--- config.mk ---
export PLATFORM = sky130hd
export DESIGN_NAME = alu_seq_mdu
export DESIGN_NICKNAME = d
export VERILOG_FILES = /design/src/rtl/alu_seq_mdu.sv
export SDC_FILE = /design/constraint.sdc
export NUM_CORES = 2
export LEC_CHECK = 0
export BUFFER_PORTS_ARGS = -buffer_cell sky130_fd_sc_hd__buf_2
export CAP_MARGIN = 20
export CORE_UTILIZATION = 24
export CTS_CLUSTER_DIAMETER = 80
export DETAILED_ROUTE_END_ITERATION = 8
export RECOVER_POWER = 100
export SYNTH_ARGS = -nofsm -noshare
export SYNTH_HDL_FRONTEND = slang
export SYNTH_SLANG_ARGS = --single-unit
--- constraint.sdc ---
create_clock -name clk -period 5.58 [get_ports clk]
set_input_delay 0.279 -clock clk [delete_from_list [all_inputs] [get_ports clk]]
set_output_delay 0.279 -clock clk [all_outputs]
set_load 0.02 [all_outputs]
--- src/rtl/alu_seq_mdu.sv ---
// Sequential ALU with iterative RV32M-style multiply/divide behind valid/ready handshakes.
// Optional define MDU_FAST_ZERO_EN: zero-operand multiplies and zero-divisor divides finish in one cycle.
module alu_seq_mdu #(
   parameter int WIDTH   = 32,
   parameter int SHAMT_W = $clog2(WIDTH)
) (
   input  logic             clk,
   input  logic             reset,
   input  logic             in_valid,
   output logic             in_ready,
   input  logic [WIDTH-1:0] src_a,
   input  logic [WIDTH-1:0] src_b,
   input  logic [4:0]       op,
   output logic             out_valid,
   input  logic             out_ready,
   output logic [WIDTH-1:0] result,
   output logic             zero,
   output logic             busy
);
   // state  | meaning
   // S_IDLE | waiting for an operation, in_ready high
   // S_CALC | one multiply/divide bit per cycle, cnt counts down to 0
   // S_DONE | result presented, waiting for out_ready
   typedef enum logic [1:0] {S_IDLE, S_CALC, S_DONE} state_t;

   state_t state, state_nx;

   logic [2:0]         m_op;
   logic [WIDTH-1:0]   ma, mb, p_hi, p_lo, a_q;
   logic               neg_q, neg_r, b_zero;
   logic [SHAMT_W-1:0] cnt;

   logic               accept, a_sgn, b_sgn, fast_m, one_cycle;
   logic [WIDTH-1:0]   abs_a, abs_b, alu_res, imm_res, fast_res;
   logic [SHAMT_W-1:0] shamt;

   logic [WIDTH:0]     mul_sum, div_sh, div_diff;
   logic               div_ge;
   logic [WIDTH-1:0]   hi_nx, lo_nx, quo, rem, div_res, mul_res, m_res;
   logic [2*WIDTH-1:0] prod, prod_s;

   assign accept = in_valid && (state == S_IDLE);
   assign shamt  = src_b[SHAMT_W-1:0];

   // MULH, MULHSU, DIV and REM treat src_a as signed; MULH, DIV, REM also src_b.
   assign a_sgn = op[4] && src_a[WIDTH-1] &&
                  (op[2:0] == 3'b001 || op[2:0] == 3'b010 ||
                   op[2:0] == 3'b100 || op[2:0] == 3'b110);
   assign b_sgn = op[4] && src_b[WIDTH-1] &&
                  (op[2:0] == 3'b001 || op[2:0] == 3'b100 || op[2:0] == 3'b110);
   assign abs_a = a_sgn ? -src_a : src_a;
   assign abs_b = b_sgn ? -src_b : src_b;

   always_comb begin
      alu_res = '0;
      case (op[3:0])
         4'b0000: alu_res = src_a & src_b;
         4'b0001: alu_res = src_a | src_b;
         4'b0010: alu_res = src_a + src_b;
         4'b0011: alu_res = $signed(src_a) >>> shamt;
         4'b0110: alu_res = src_a - src_b;
         4'b0111: alu_res = WIDTH'($signed(src_a) < $signed(src_b));
         4'b1000: alu_res = src_a << shamt;
         4'b1001: alu_res = src_a >> shamt;
         4'b1010: alu_res = src_a ^ src_b;
         4'b1011: alu_res = WIDTH'($signed(src_a) >= $signed(src_b));
         4'b1100: alu_res = ~(src_a | src_b);
         4'b1101: alu_res = WIDTH'(src_a >= src_b);
         4'b1110: alu_res = src_a - src_b;
         4'b1111: alu_res = WIDTH'(src_a < src_b);
         default: alu_res = '0;
      endcase
   end

`ifdef MDU_FAST_ZERO_EN
   assign fast_m = op[4] && !op[3] &&
                   (op[2] ? (src_b == '0) : (src_a == '0 || src_b == '0));
`else
   assign fast_m = 1'b0;
`endif

   assign fast_res  = op[2] ? (op[1] ? src_a : '1) : '0;
   assign one_cycle = !op[4] || op[3] || fast_m;
   assign imm_res   = !op[4] ? alu_res : (op[3] ? '0 : fast_res);

   // Multiply: {p_hi,p_lo} shifts right, adding ma when the multiplier bit is set.
   // Divide: p_hi holds the partial remainder, p_lo shifts dividend out and quotient in.
   assign mul_sum  = {1'b0, p_hi} + (p_lo[0] ? {1'b0, ma} : '0);
   assign div_sh   = {p_hi, p_lo[WIDTH-1]};
   assign div_ge   = div_sh >= {1'b0, mb};
   assign div_diff = div_sh - {1'b0, mb};

   always_comb begin
      if (m_op[2]) begin
         hi_nx = div_ge ? div_diff[WIDTH-1:0] : div_sh[WIDTH-1:0];
         lo_nx = {p_lo[WIDTH-2:0], div_ge};
      end else begin
         hi_nx = mul_sum[WIDTH:1];
         lo_nx = {mul_sum[0], p_lo[WIDTH-1:1]};
      end
   end

   assign prod    = {hi_nx, lo_nx};
   assign prod_s  = neg_q ? -prod : prod;
   assign mul_res = (m_op[1:0] == 2'b00) ? prod_s[WIDTH-1:0] : prod_s[2*WIDTH-1:WIDTH];
   assign quo     = neg_q ? -lo_nx : lo_nx;
   assign rem     = neg_r ? -hi_nx : hi_nx;
   assign div_res = b_zero ? (m_op[1] ? a_q : '1) : (m_op[1] ? rem : quo);
   assign m_res   = m_op[2] ? div_res : mul_res;

   always_ff @(posedge clk) begin
      if (reset) state <= S_IDLE;
      else       state <= state_nx;
   end

   always_comb begin
      state_nx  = state;
      in_ready  = 1'b0;
      out_valid = 1'b0;
      busy      = 1'b1;
      case (state)
         S_IDLE: begin
            in_ready = 1'b1;
            busy     = 1'b0;
            if (accept) state_nx = one_cycle ? S_DONE : S_CALC;
         end
         S_CALC: if (cnt == '0) state_nx = S_DONE;
         S_DONE: begin
            out_valid = 1'b1;
            if (out_ready) state_nx = S_IDLE;
         end
         default: state_nx = S_IDLE;
      endcase
   end

   always_ff @(posedge clk) begin
      if (reset) begin
         result <= '0;
         zero   <= 1'b1;
         cnt    <= '0;
         m_op   <= '0;
         ma     <= '0;
         mb     <= '0;
         p_hi   <= '0;
         p_lo   <= '0;
         a_q    <= '0;
         neg_q  <= 1'b0;
         neg_r  <= 1'b0;
         b_zero <= 1'b0;
      end else begin
         case (state)
            S_IDLE: if (accept) begin
               m_op   <= op[2:0];
               ma     <= abs_a;
               mb     <= abs_b;
               p_hi   <= '0;
               p_lo   <= op[2] ? abs_a : abs_b;
               a_q    <= src_a;
               neg_q  <= a_sgn ^ b_sgn;
               neg_r  <= a_sgn;
               b_zero <= (src_b == '0);
               cnt    <= SHAMT_W'(WIDTH - 1);
               if (one_cycle) begin
                  result <= imm_res;
                  zero   <= (imm_res == '0);
               end
            end
            S_CALC: begin
               p_hi <= hi_nx;
               p_lo <= lo_nx;
               if (cnt == '0) begin
                  result <= m_res;
                  zero   <= (m_res == '0);
               end else begin
                  cnt <= cnt - 1'b1;
               end
            end
            default: ;
         endcase
      end
   end
endmodule

==> out/qor.txt <==
Initial antenna violation count - 14
WS Path Type - flop to flop
CP startpoint kind - flop
Hold path startpoint - out_ready
Remaining DRCs - 0
Setup slack on the worst flop-to-flop path - 170 ps
CTS max path bufs - 3
Slowest-stage cell, CP - or4_1
CTS tree - done
Hold-fix buffers, CTS - 0
Vias in the first global route - 33000
Total Routed Length - 159000 um
H-tree levels - 1
Clock period minus final worst setup slack - 5410 ps
Placed Cells incl. Taps - 5921
Worst-margin pin slew - 2620 ps
Worst setup startpoint - mb[12]
GP Congestion - 1.03
Die X - 342 um
FP Rows - 124
FILL cells - 12600
Via/cell ratio - 5.87
Post-DR wirelength/cell - 26.4 um
Mapped Cells - 4023
Max Cap Viol - 2
Critical path capture point type - flop
Hold Path Sink - state[0]
Crit-path max cell delay - 630 ps
DPL Wire Length - 127000 um
Yosys top cell area share - 14.8%
Worst skew pair latency - 590 ps
FF-to-FF Start - mb[12]
Pwr/cell area - 238 nW/um2
Main area contributors after synthesis - dfxtp_1, ha_1, a21oi_1
# IOs - 109
Final setup viols - 0
Maximum VDD drop - 215 uV
Most used DFF post-synth - dfxtp_1
Clock skew - 26.3 ps
First-pass GRT wire length - 227000 um
Register area share after synthesis - 14.8%
Status - finished with violations
# port buffers - 108
Period utilisation layout - 97.0%
Initial DRC count - 4474
Final Hold Fails - 0
Lkg Pwr - 0.0143 uW
Layout cells sized above 1 - 21.8%
DR pass1 iterations - 6
Max-slew violations - 104
Die Ht - 342 um
Fmax achieved - 185 MHz
Area grow syn2layout - 27.4%
Core Area - 115000 um2
Failing checks - max-capacitance violations, max-slew violations
HP Class - input pin to flop
Ys Warns - 0
Async SR Flop Fraction - 0%
Gr usage total - 25.9%
CP arrival - 5920 ps
Number of synthesized flops with an enable pin - 0
Setup_tns - 0 ps
Mapped Nets - 4267
Syn Area/Cell - 6.91 um2
Remaining antenna violation count - 0
Most common cell on crit path - buf_4
Vias - 35200
CTS buffer count - 28
Rel. slew slack - -74.5%
Die ar. - 117000 um2
Num Clock Sinks - 205
CP required - 6090 ps
Distinct cell type count after synthesis - 105
Largest net degree at the start of global routing - 108
Worst Path Max Fanout - 4
Finished Layout Cells - 6003
Crit-path cells - inv_1 > ha_1 > buf_4 > nand2_1 > buf_4 > buf_4 > nor4_1 > buf_4 > nand2_1 > and3_1 > or4_1 > a311oi_4 > a21oi_1 > nor4bb_2 > buf_4 > buf_4 > nand2_1 > mux2_2 > o21ai_1 > nand2_1 > nor4_4 > nand4bb_4 > or4_4 > a41oi_2
Number of synthesized register bits - 205
Worst r2r dst - zero
Post-synthesis cell area - 27800 um2
Yosys top cell by area - dfxtp_1
Count of nets after finishing - 4706
Initial core utilization - 24.3%
GRT overflow - 0
Worst-path clk slew - 60 ps
Number of cells on the worst reg-to-reg path - 24
Root buf cell - clkbuf_16
WHS Path Cells - 3
## Yosys cell counts, drive strengths merged, types with 11 or more instances
master and n:
and3 23, nand2b 27, a221oi 41, a311oi 11
o21a 21, ha 167, a21oi 384, inv 170
dfxtp 205, o21ai 247, o22ai 25, o32ai 11
o211ai 53, a31oi 88, or2 18, o311ai 12
o221ai 29, nor4 41, a41oi 11, nor3 98
nand2 419, nor2 496, mux4 49, and2 55
clkbuf 261, mux2 20, nand3 100, mux2i 100
a221o 14, o21bai 25, a22oi 30, a211oi 118
xor2 54, or4 13, a21o 52, o31ai 32
nor2b 22, o2111ai 13, a211o 11, xnor2 132
buf 63, o41ai 20, nand4 59, or3 29
## final cells by class
cell class / instances / area, um2 / area share (%)
tap: 1512 / 1890 / 5.35
clock buffer: 37 / 795 / 2.25
clock inverter: 14 / 168 / 0.474
inverter: 174 / 653 / 1.85
antenna: 8 / 20.0 / 0.0566
multi-input combinational: 3320 / 22400 / 63.3
sequential: 205 / 4120 / 11.6
timing repair buffer: 733 / 5330 / 15.1
## power breakdown
| part | leakage (uW) | internal [uW] | total (uW) | switching [uW] |
|---|---|---|---|---|
| Sequential | 0.00169 | 1630 | 1800 | 165 |
| Combinational | 0.0122 | 1820 | 4730 | 2910 |
| Clock | 0.000469 | 1110 | 1890 | 787 |
## sequential cells by signal, indices dropped and copies added, names as in the netlist
register  flops
neg_r         1
p_hi         32
b_zero        1
a_q          31
zero          1
result       32
ma           32
state         2
mb           32
p_lo         32
cnt           5
m_op          3
neg_q         1
## routing by layer
metal / global-route usage (%) / part of all wire [%] / wire, um
met1: 34.2 / 41 / 64700
met2: 40.9 / 44 / 70100
met3: 4.63 / 9.8 / 15500
met4: 11.3 / 5.3 / 8350
met5: 0 / 0.086 / 137
## per-stage QoR
step	setup WS [ps]	cell area (um2)	hold WS, ps	power [uW]	utilization [%]
finish	168	35400	31.0	8420	30.9
global route	-29.0	35400	40.5	8740	30.9
CTS	4.36	34700	9.00	8120	30.3
detailed placement	-191	33600	445	6190	29.4
global placement	-165	33600	439	6200	29.4
floorplan	31.4	27800	415	4160	-
## repair_timing
item	in CTS	in global routing
setup endpoints to repair	1	4
pin swaps	3	50
setup buffers	1	22
gates resized for setup	28	105
## placed cells by master (no fill, tap or decap), drive strengths merged, types with 77 or more instances in the layout
cell type  instances
nor2             496
nor3              98
a31oi             88
xnor2            132
mux2i            100
a211oi           118
nand3            100
a21oi            384
inv              176
ha               167
dfxtp            205
clkbuf            77
buf              693
nand2            419
o21ai            247
## worst max path at each step
stage | end | cells past startpoint | slack, ps
after floorplan | zero | 25 | 30
after global placement | zero | 20 | -170
after detailed placement | zero | 21 | -190
after CTS | zero | 23 | 4
after global routing | zero | 26 | -30
final | zero | 24 | 170
## critical path, delay by kind of cell (launching register included)
family / cells / cell delay, ps
simple gates: 11 / 2520
compound gates: 4 / 900
flops: 1 / 330
mux: 1 / 360
buf+inv: 7 / 890
fa+ha+maj: 1 / 330
## cells by family after synthesis
| family | count (synthesis) | share of synthesized area (%) |
|---|---|---|
| adders and majority gates | 171 | 7.81 |
| AOI/OAI and AO/OA | 1354 | 32.2 |
| and+or+nand+nor | 1440 | 24.0 |
| xor gates and xnor gates | 186 | 5.86 |
| muxes | 169 | 8.38 |
| DFF | 205 | 14.8 |
| buffers and inverters | 498 | 6.97 |
(Power assumes the default switching activity.)
